$ cat src/rtl/uart_pkg.sv
// Shared definitions for the oversampled UART receiver: state encoding and default frame geometry.
package uart_pkg;

    localparam int DEF_DATA_BITS  = 8;
    localparam int DEF_OVERSAMPLE = 16;
    localparam int DEF_STOP_TICKS = 16;

    typedef enum logic [1:0] {
        IDLE  = 2'd0,
        START = 2'd1,
        DATA  = 2'd2,
        STOP  = 2'd3
    } rx_state_e;

endpackage

$ cat src/rtl/uart_rx_sync.sv
// Two-flop synchroniser for the serial line; both stages reset to the idle-high level.
module uart_rx_sync (
    input  logic clk,
    input  logic rst_n,
    input  logic d,
    output logic q
);

    logic [1:0] sync_q;
    logic [1:0] sync_d;

    always_comb begin
        sync_d = {sync_q[0], d};
    end

    always_ff @(posedge clk or negedge rst_n) begin
        if (!rst_n) begin
            sync_q <= 2'b11;
        end else begin
            sync_q <= sync_d;
        end
    end

    assign q = sync_q[1];

endmodule

$ cat src/rtl/uart_rx_oversampled.sv
// Tick-qualified 8N1-style UART receiver (LSB first) with one-clk rx_done pulse.
// Define UART_RX_SYNC_EN to pass rx through a 2-flop synchroniser (+2 clk sampling latency).
//
// state | meaning
// IDLE  | line idle, waiting for rx low
// START | counting to mid start bit, rejecting glitches
// DATA  | sampling data bits at bit centre, LSB first
// STOP  | waiting out the stop period, then deliver byte
module uart_rx_oversampled
    import uart_pkg::*;
#(
    parameter int DATA_BITS  = DEF_DATA_BITS,
    parameter int OVERSAMPLE = DEF_OVERSAMPLE,
    parameter int STOP_TICKS = DEF_STOP_TICKS
) (
    input  logic                 clk,
    input  logic                 rst,
    input  logic                 tick,
    input  logic                 rx,
    output logic [DATA_BITS-1:0] data_out,
    output logic                 rx_done,
    output logic                 frame_err
);

    localparam int SW = $clog2((OVERSAMPLE > STOP_TICKS) ? OVERSAMPLE : STOP_TICKS);
    localparam int NW = $clog2(DATA_BITS);

    localparam logic [SW-1:0] S_MID  = SW'(OVERSAMPLE / 2 - 1);
    localparam logic [SW-1:0] S_BIT  = SW'(OVERSAMPLE - 1);
    localparam logic [SW-1:0] S_STOP = SW'(STOP_TICKS - 1);
    localparam logic [NW-1:0] N_LAST = NW'(DATA_BITS - 1);

    logic rx_s;

`ifdef UART_RX_SYNC_EN
    uart_rx_sync u_rx_sync (
        .clk   (clk),
        .rst_n (rst),
        .d     (rx),
        .q     (rx_s)
    );
`else
    assign rx_s = rx;
`endif

    rx_state_e            state_q, state_d;
    logic [SW-1:0]        s_cnt_q, s_cnt_d;
    logic [NW-1:0]        n_cnt_q, n_cnt_d;
    logic [DATA_BITS-1:0] shift_q, shift_d;
    logic [DATA_BITS-1:0] data_out_q, data_out_d;
    logic                 rx_done_q, rx_done_d;
    logic                 frame_err_q, frame_err_d;

    always_comb begin
        state_d     = state_q;
        s_cnt_d     = s_cnt_q;
        n_cnt_d     = n_cnt_q;
        shift_d     = shift_q;
        data_out_d  = data_out_q;
        frame_err_d = frame_err_q;
        rx_done_d   = 1'b0;

        case (state_q)
            IDLE: begin
                // Start edge is taken on any clk so back-to-back frames need no idle gap.
                if (!rx_s) begin
                    state_d = START;
                    s_cnt_d = '0;
                end
            end
            START: begin
                if (tick) begin
                    if (s_cnt_q == S_MID) begin
                        if (!rx_s) begin
                            state_d = DATA;
                            s_cnt_d = '0;
                            n_cnt_d = '0;
                        end else begin
                            state_d = IDLE;
                        end
                    end else begin
                        s_cnt_d = s_cnt_q + 1'b1;
                    end
                end
            end
            DATA: begin
                if (tick) begin
                    if (s_cnt_q == S_BIT) begin
                        shift_d = {rx_s, shift_q[DATA_BITS-1:1]};
                        s_cnt_d = '0;
                        if (n_cnt_q == N_LAST) begin
                            state_d = STOP;
                        end else begin
                            n_cnt_d = n_cnt_q + 1'b1;
                        end
                    end else begin
                        s_cnt_d = s_cnt_q + 1'b1;
                    end
                end
            end
            STOP: begin
                if (tick) begin
                    if (s_cnt_q == S_STOP) begin
                        data_out_d  = shift_q;
                        frame_err_d = ~rx_s;
                        rx_done_d   = 1'b1;
                        state_d     = IDLE;
                        s_cnt_d     = '0;
                    end else begin
                        s_cnt_d = s_cnt_q + 1'b1;
                    end
                end
            end
            default: state_d = IDLE;
        endcase
    end

    always_ff @(posedge clk or negedge rst) begin
        if (!rst) begin
            state_q     <= IDLE;
            s_cnt_q     <= '0;
            n_cnt_q     <= '0;
            shift_q     <= '0;
            data_out_q  <= '0;
            rx_done_q   <= 1'b0;
            frame_err_q <= 1'b0;
        end else begin
            state_q     <= state_d;
            s_cnt_q     <= s_cnt_d;
            n_cnt_q     <= n_cnt_d;
            shift_q     <= shift_d;
            data_out_q  <= data_out_d;
            rx_done_q   <= rx_done_d;
            frame_err_q <= frame_err_d;
        end
    end

    assign data_out  = data_out_q;
    assign rx_done   = rx_done_q;
    assign frame_err = frame_err_q;

endmodule

$ cat config.mk
export PLATFORM = sky130hd
export DESIGN_NAME = uart_rx_oversampled
export DESIGN_NICKNAME = d
export VERILOG_FILES = /design/src/rtl/uart_pkg.sv /design/src/rtl/uart_rx_sync.sv /design/src/rtl/uart_rx_oversampled.sv
export SDC_FILE = /design/constraint.sdc
export NUM_CORES = 1
export LEC_CHECK = 0
export ABC_AREA = 1
export CAP_MARGIN = 25
export CELL_PAD_IN_SITES_DETAIL_PLACEMENT = 0
export CELL_PAD_IN_SITES_GLOBAL_PLACEMENT = 1
export CORE_UTILIZATION = 45
export CTS_CLUSTER_DIAMETER = 200
export DETAILED_ROUTE_END_ITERATION = 10
export GPL_ROUTABILITY_DRIVEN = 0
export MAX_ROUTING_LAYER = met4
export PLACE_DENSITY = 0.79
export SETUP_SLACK_MARGIN = 0.2
export SYNTH_ARGS = -nofsm -noshare
export SYNTH_HDL_FRONTEND = slang
export SYNTH_SLANG_ARGS = --single-unit
$ cat constraint.sdc
create_clock -name clk -period 3.5 [get_ports clk]
set_clock_uncertainty 0.15 [all_clocks]
set_input_delay 0.7 -clock clk [delete_from_list [all_inputs] [get_ports clk]]
set_output_delay 0.7 -clock clk [all_outputs]
set_load 0.02 [all_outputs]
# Yosys cells after proc, flatten, opt, wreduce, memory -nomap -nowiden
# Cells that the tools add are included.
# W data, S select, Z words.
[word_totals]
register_bits = 27
out_inout_bits = 10
[op_classes]
addsub = 2
reduce_logical = 8
n_eq_ne = 17
bitwise = 1
muxes = 26
[op_table]
columns = ["operator", "n"]
rows = [
  ["$mux W4", 5],
  ["$ne A2 B2 Y1 const B", 10],
  ["$mux W2", 9],
  ["$mux W3", 6],
  ["$pmux W4 S3", 1],
  ["$pmux W2 S4", 1],
  ["$reduce_and A8 Y1", 1],
  ["$reduce_and A7 Y1", 1],
  ["$pmux W3 S2", 1],
  ["$reduce_and A3 Y1", 2],
  ["$add A4 B1 Y4 const B", 1],
  ["$eq A2 B2 Y1 const B", 2],
  ["$eq A4 B3 Y1 const B", 1],
  ["$eq A4 B4 Y1 const B", 1],
  ["$add A3 B1 Y3 const B", 1],
  ["$eq A3 B3 Y1 const B", 1],
  ["$mux W1", 3],
  ["$eq A2 B1 Y1 const B", 1],
  ["$logic_not A2 Y1", 1],
  ["$ne A2 B1 Y1 const B", 1],
  ["$reduce_and A2 Y1", 1],
  ["$reduce_bool A2 Y1", 1],
  ["$reduce_or A2 Y1", 1],
  ["$not A1 Y1", 1],
]

# Depth between registers and ports, before layout
[depth]
ltp_word = 5
mapped_depth = 9

# Worst setup path before layout
# OpenSTA, ideal clock, no wires.
[synth_timing]
kind = "flip-flop to flip-flop"
from = "register s_cnt_q[1]"
to = "register data_out_q[7], in the netlist data_out[7]"
period_less_slack_ns = 1.467
t_required_ns = 3.232
setup_time_ns = 0.118
t_arrival_ns = 1.199
stages_incl_launch_ff = 8
path_slack_ns = 2.033
cell_sequence = "dfrtp_1 -> ha_1 -> nand3_2 -> inv_2 -> nand4_4 -> buf_6 -> nand2_1 -> o21ai_2"
[synth_via]
elab_chain_len = 2
[synth_rtl]
columns = ["element", "line_no", "rtl"]
rows = [
  ["start: declaration", "uart_rx_oversampled.sv:47", "logic [SW-1:0] s_cnt_q, s_cnt_d;"],
  ["start signal: assignment", "uart_rx_oversampled.sv:129", "s_cnt_q <= s_cnt_d;"],
  ["$eq A4 B4 Y1", "uart_rx_oversampled.sv:103", "if (s_cnt_q == S_STOP) begin"],
  ["$reduce_and A3 Y1 (no source line)", "n/a", ""],
  ["end signal: assignment", "uart_rx_oversampled.sv:132", "data_out_q <= data_out_d;"],
  ["end: declaration", "uart_rx_oversampled.sv:50", "logic [DATA_BITS-1:0] data_out_q, data_out_d;"],
]
# Every way passes these cells.
# A chain may end at the register's enable or synchronous reset.

# Final worst setup path
[layout_timing]
from = "register data_out_q[2], in the netlist data_out[2]"
to = "output port data_out[2]"
[layout_lines]
columns = ["element", "line_no", "rtl"]
rows = [
  ["end: declaration", "uart_rx_oversampled.sv:20", "output logic [DATA_BITS-1:0] data_out,"],
]
# No word-level cell between the ends.

==> metrics.md <==
| Metric | Value |
|---|---|
| Status | finished clean |
| Maximum resistive drop on vdd | 0.0003404 V |
| Syn Inst Count | 154 |
| Fmax | 0.4581 GHz |
| Critical Path AT | 1.33 ns |
| Combinational power share | 0.315 |
| CTS buffer count | 3 |
| Critical path type | flop to output port |
| Post-CTS setup buffer count | 0 |
| Synth cell types | 21 |
| Leakage | 0.7404 nW |
| Layout Utilization | 0.5453 |
| Crit-path max cell delay | 0.61 ns |
| Max-cap violations | 0 |
| Pwr Density | 531.8 nW/µm² |
| Synthesized cell area | 1380 µm² |
| H-tree depth | 1 |
| Post-synth ARST share | 1.000 |
| Fraction of the mapped netlist area in adder cells | 0.02720 |
| Crit start category | flop |
| Clock Latency Late Sink | 0.33 ns |
| Final wirelength | 2.391 mm |
| Worst min-delay path class | flop to flop |
| Clock transition at path regs | 0.16 ns |
| I/O pin cnt | 14 |
| Vert. Die Dim | 57.38 µm |
| Nets | 176 |
| Post-synthesis mux area share | 0 |
| Switching Fraction | 0.4003 |
| DP Wirelength | 1.766 mm |
| Power share of the clock group | 0.181 |
| Compound-Gate Fraction of Synth Area | 0.1269 |
| Crit. End Element | output port |
| Core Box Area | 2829 µm² |
| Min Tclk post-route | 2.183 ns |
| Pint | 0.0004920 W |
| Largest family of logic cells by synthesized area | simple AND/OR/NAND/NOR gates |
| RSZ-0062 raised after global routing | no |
| Post-Synth Simple-Gate Area | 0.2620 |
| Top_reg_cell synth | dfrtp_1 |
| Via count | 998 |
| Yosys reg bits | 27 |
| Pin count of the biggest net entering global routing | 28 |
| Setup-failing EPs final | 0 |
| WP buf/inv | 1 |
| CTS tree | done |
| Post-synth net total | 161 |
| Slowest cell on crit path | clkdlybuf4s50_1 |
| Xor/xnor share of the synthesized area | 0.01269 |
| Hold Violations, Final | 0 |
| Fillers | 278 |
| YS warnings | 0 |
| Seq/Total Area, Yosys | 0.4896 |
| Number of DRC markers in iteration 0 | 51 |
| Gr ovfl total | 0 |
| Row cnt | 19 |
| Synthesized area per cell | 8.962 µm² |
| TritonCTS Sinks | 27 |
| Mean routed wirelength per cell | 12.02 µm |
| GRT Util Overall | 0.1764 |
| DRT Pass-1 Iters | 4 |
| Post-synth EDFFs | 0 |
| Critical Path RT | 2.65 ns |
| Starting density of the core | 0.4878 |
| Crit-path leading delay family | buffers and inverters |
| DIE AREA | 3292 µm² |
| Power share of the sequential group | 0.504 |
| CTS root buffer | clkbuf_4 |
| Max Transition Viols Final | 0 |
| Post_cts resized | 0 |
| Worst slew pin tran | 0.4678 ns |
| First-pass GRT wire length | 4.429 mm |
| DRC Markers | 0 |
| Setup TNS | 0 ns |
| Storage cell area | 675.6 µm² |
| CTS Hold Bufs | 0 |
| Port-buffer cells | 13 |
| Crit-path max FO | 2 |
| Number of antenna diodes | 0 |
| Initial antenna violation count | 0 |
| Maximum clock path buffer count | 2 |
| Worst-path cell chain | clkdlybuf4s50_1 |
| Vias per cell | 5.015 |
| Rel. slew slack | 0.6881 |
| P_sw | 0.0003284 W |
| Period utilization | 0.6237 |
| Synthesis-to-finish area growth | 11.79% |
| ANT nets after route | 0 |
| Vias in the first global route | 982 |
| Share of layout cells above drive strength 1 | 0.1964 |
| Multi-input logic area | 591.8 µm² |
| Die width | 57.38 µm |
## path summary, 6_finish.rpt
| check | slack, ns | cells after the start | start | to |
|---|---|---|---|---|
| worst max-delay path | 1.32 | 1 | data_out[2]$_DFFE_PN0P_ | data_out[2] |
| worst min register to register | 0.35 | 2 | data_out[5]$_DFFE_PN0P_ | data_out[5]$_DFFE_PN0P_ |
| worst min-delay path | 0.35 | 2 | data_out[5]$_DFFE_PN0P_ | data_out[5]$_DFFE_PN0P_ |
| worst max register to register | 1.70 | 6 | s_cnt_q[1]$_DFFE_PN0P_ | shift_q[6]$_DFFE_PN0P_ |
| min in group asynchronous | 0.57 | 2 | rst | rx_done$_DFF_PN0_ |
| max in group asynchronous | 2.38 | 2 | rst | async pin |
## area by class of cell
type                            instances  area share
Clock buffer                            3     0.01460
Clock inverter                          1    0.005677
Inverter                               18     0.04380
Multi-Input combinational cell        105      0.3836
Sequential cell                        27      0.4380
Tap cell                               31     0.02514
Timing Repair Buffer                   14     0.08921
## placed cells by master (no fill, tap or decap), types with 3 or more instances in the layout
cell             count
a21oi_1              3
clkbuf_4             3
clkdlybuf4s50_1     13
dfrtp_1             27
ha_1                 3
inv_1               15
inv_2                3
nand2_1             56
nand3_1              5
nor2_1               5
o21ai_2             16
## power groups by stage
stage / Combinational (W) / Clock (W) / Sequential (W)
CTS: 0.000261 / 0.000156 / 0.000413
global route: 0.000311 / 0.000164 / 0.000422
global placement: 0.000255 / 0 / 0.000418
detailed placement: 0.000259 / 0 / 0.000419
floorplan: 0.000263 / 0 / 0.000377
finish: 0.000258 / 0.000148 / 0.000414
## synth_stat cells, types with 3 or more instances
cell      n  area share
nand2_1  56        0.15
dfrtp_1  27        0.49
o21ai_2  16        0.10
inv_1    15       0.041
nand3_1   5       0.018
nor2_1    5       0.014
buf_6     4       0.033
a21oi_1   3       0.011
ha_1      3       0.027
inv_2     3      0.0082
## layer usage
layer  track usage  routed length, µm
met1        0.2485               1209
met2        0.2674               1076
met3       0.02041                 85
met4       0.05226                 20
met5             -                  0
## per-stage QoR
| stage | cell area [µm²] | hold WS, ns | setup WS [ns] | cells | total power (W) |
|---|---|---|---|---|---|
| CTS | 1543 | 0.3520 | 1.310 | 199 | 0.0008301 |
| finish | 1543 | 0.3507 | 1.317 | 199 | 0.0008204 |
| global placement | 1511 | 0.3118 | 1.328 | 195 | 0.0006732 |
| global route | 1543 | 0.3675 | 1.267 | 199 | 0.0008969 |
| detailed placement | 1511 | 0.3128 | 1.241 | 195 | 0.0006786 |
| floorplan | 1380 | 0.2544 | 2.033 | 154 | 0.0006396 |
## registers in the layout, indices dropped and copies added, names as in the netlist, named ones only
register and flops:
state_q 1, rx_done 1, shift_q 8, frame_err 1
s_cnt_q 4, n_cnt_q 3, data_out 8
## cell families after synthesis
family / Yosys count
AOI/OAI and AO/OA: 22
xor gates and xnor gates: 2
adders and majority gates: 3
buffers and inverters: 22
DFF: 27
and+or+nand+nor: 78
Note: power is estimated with default switching activity, not from simulation.
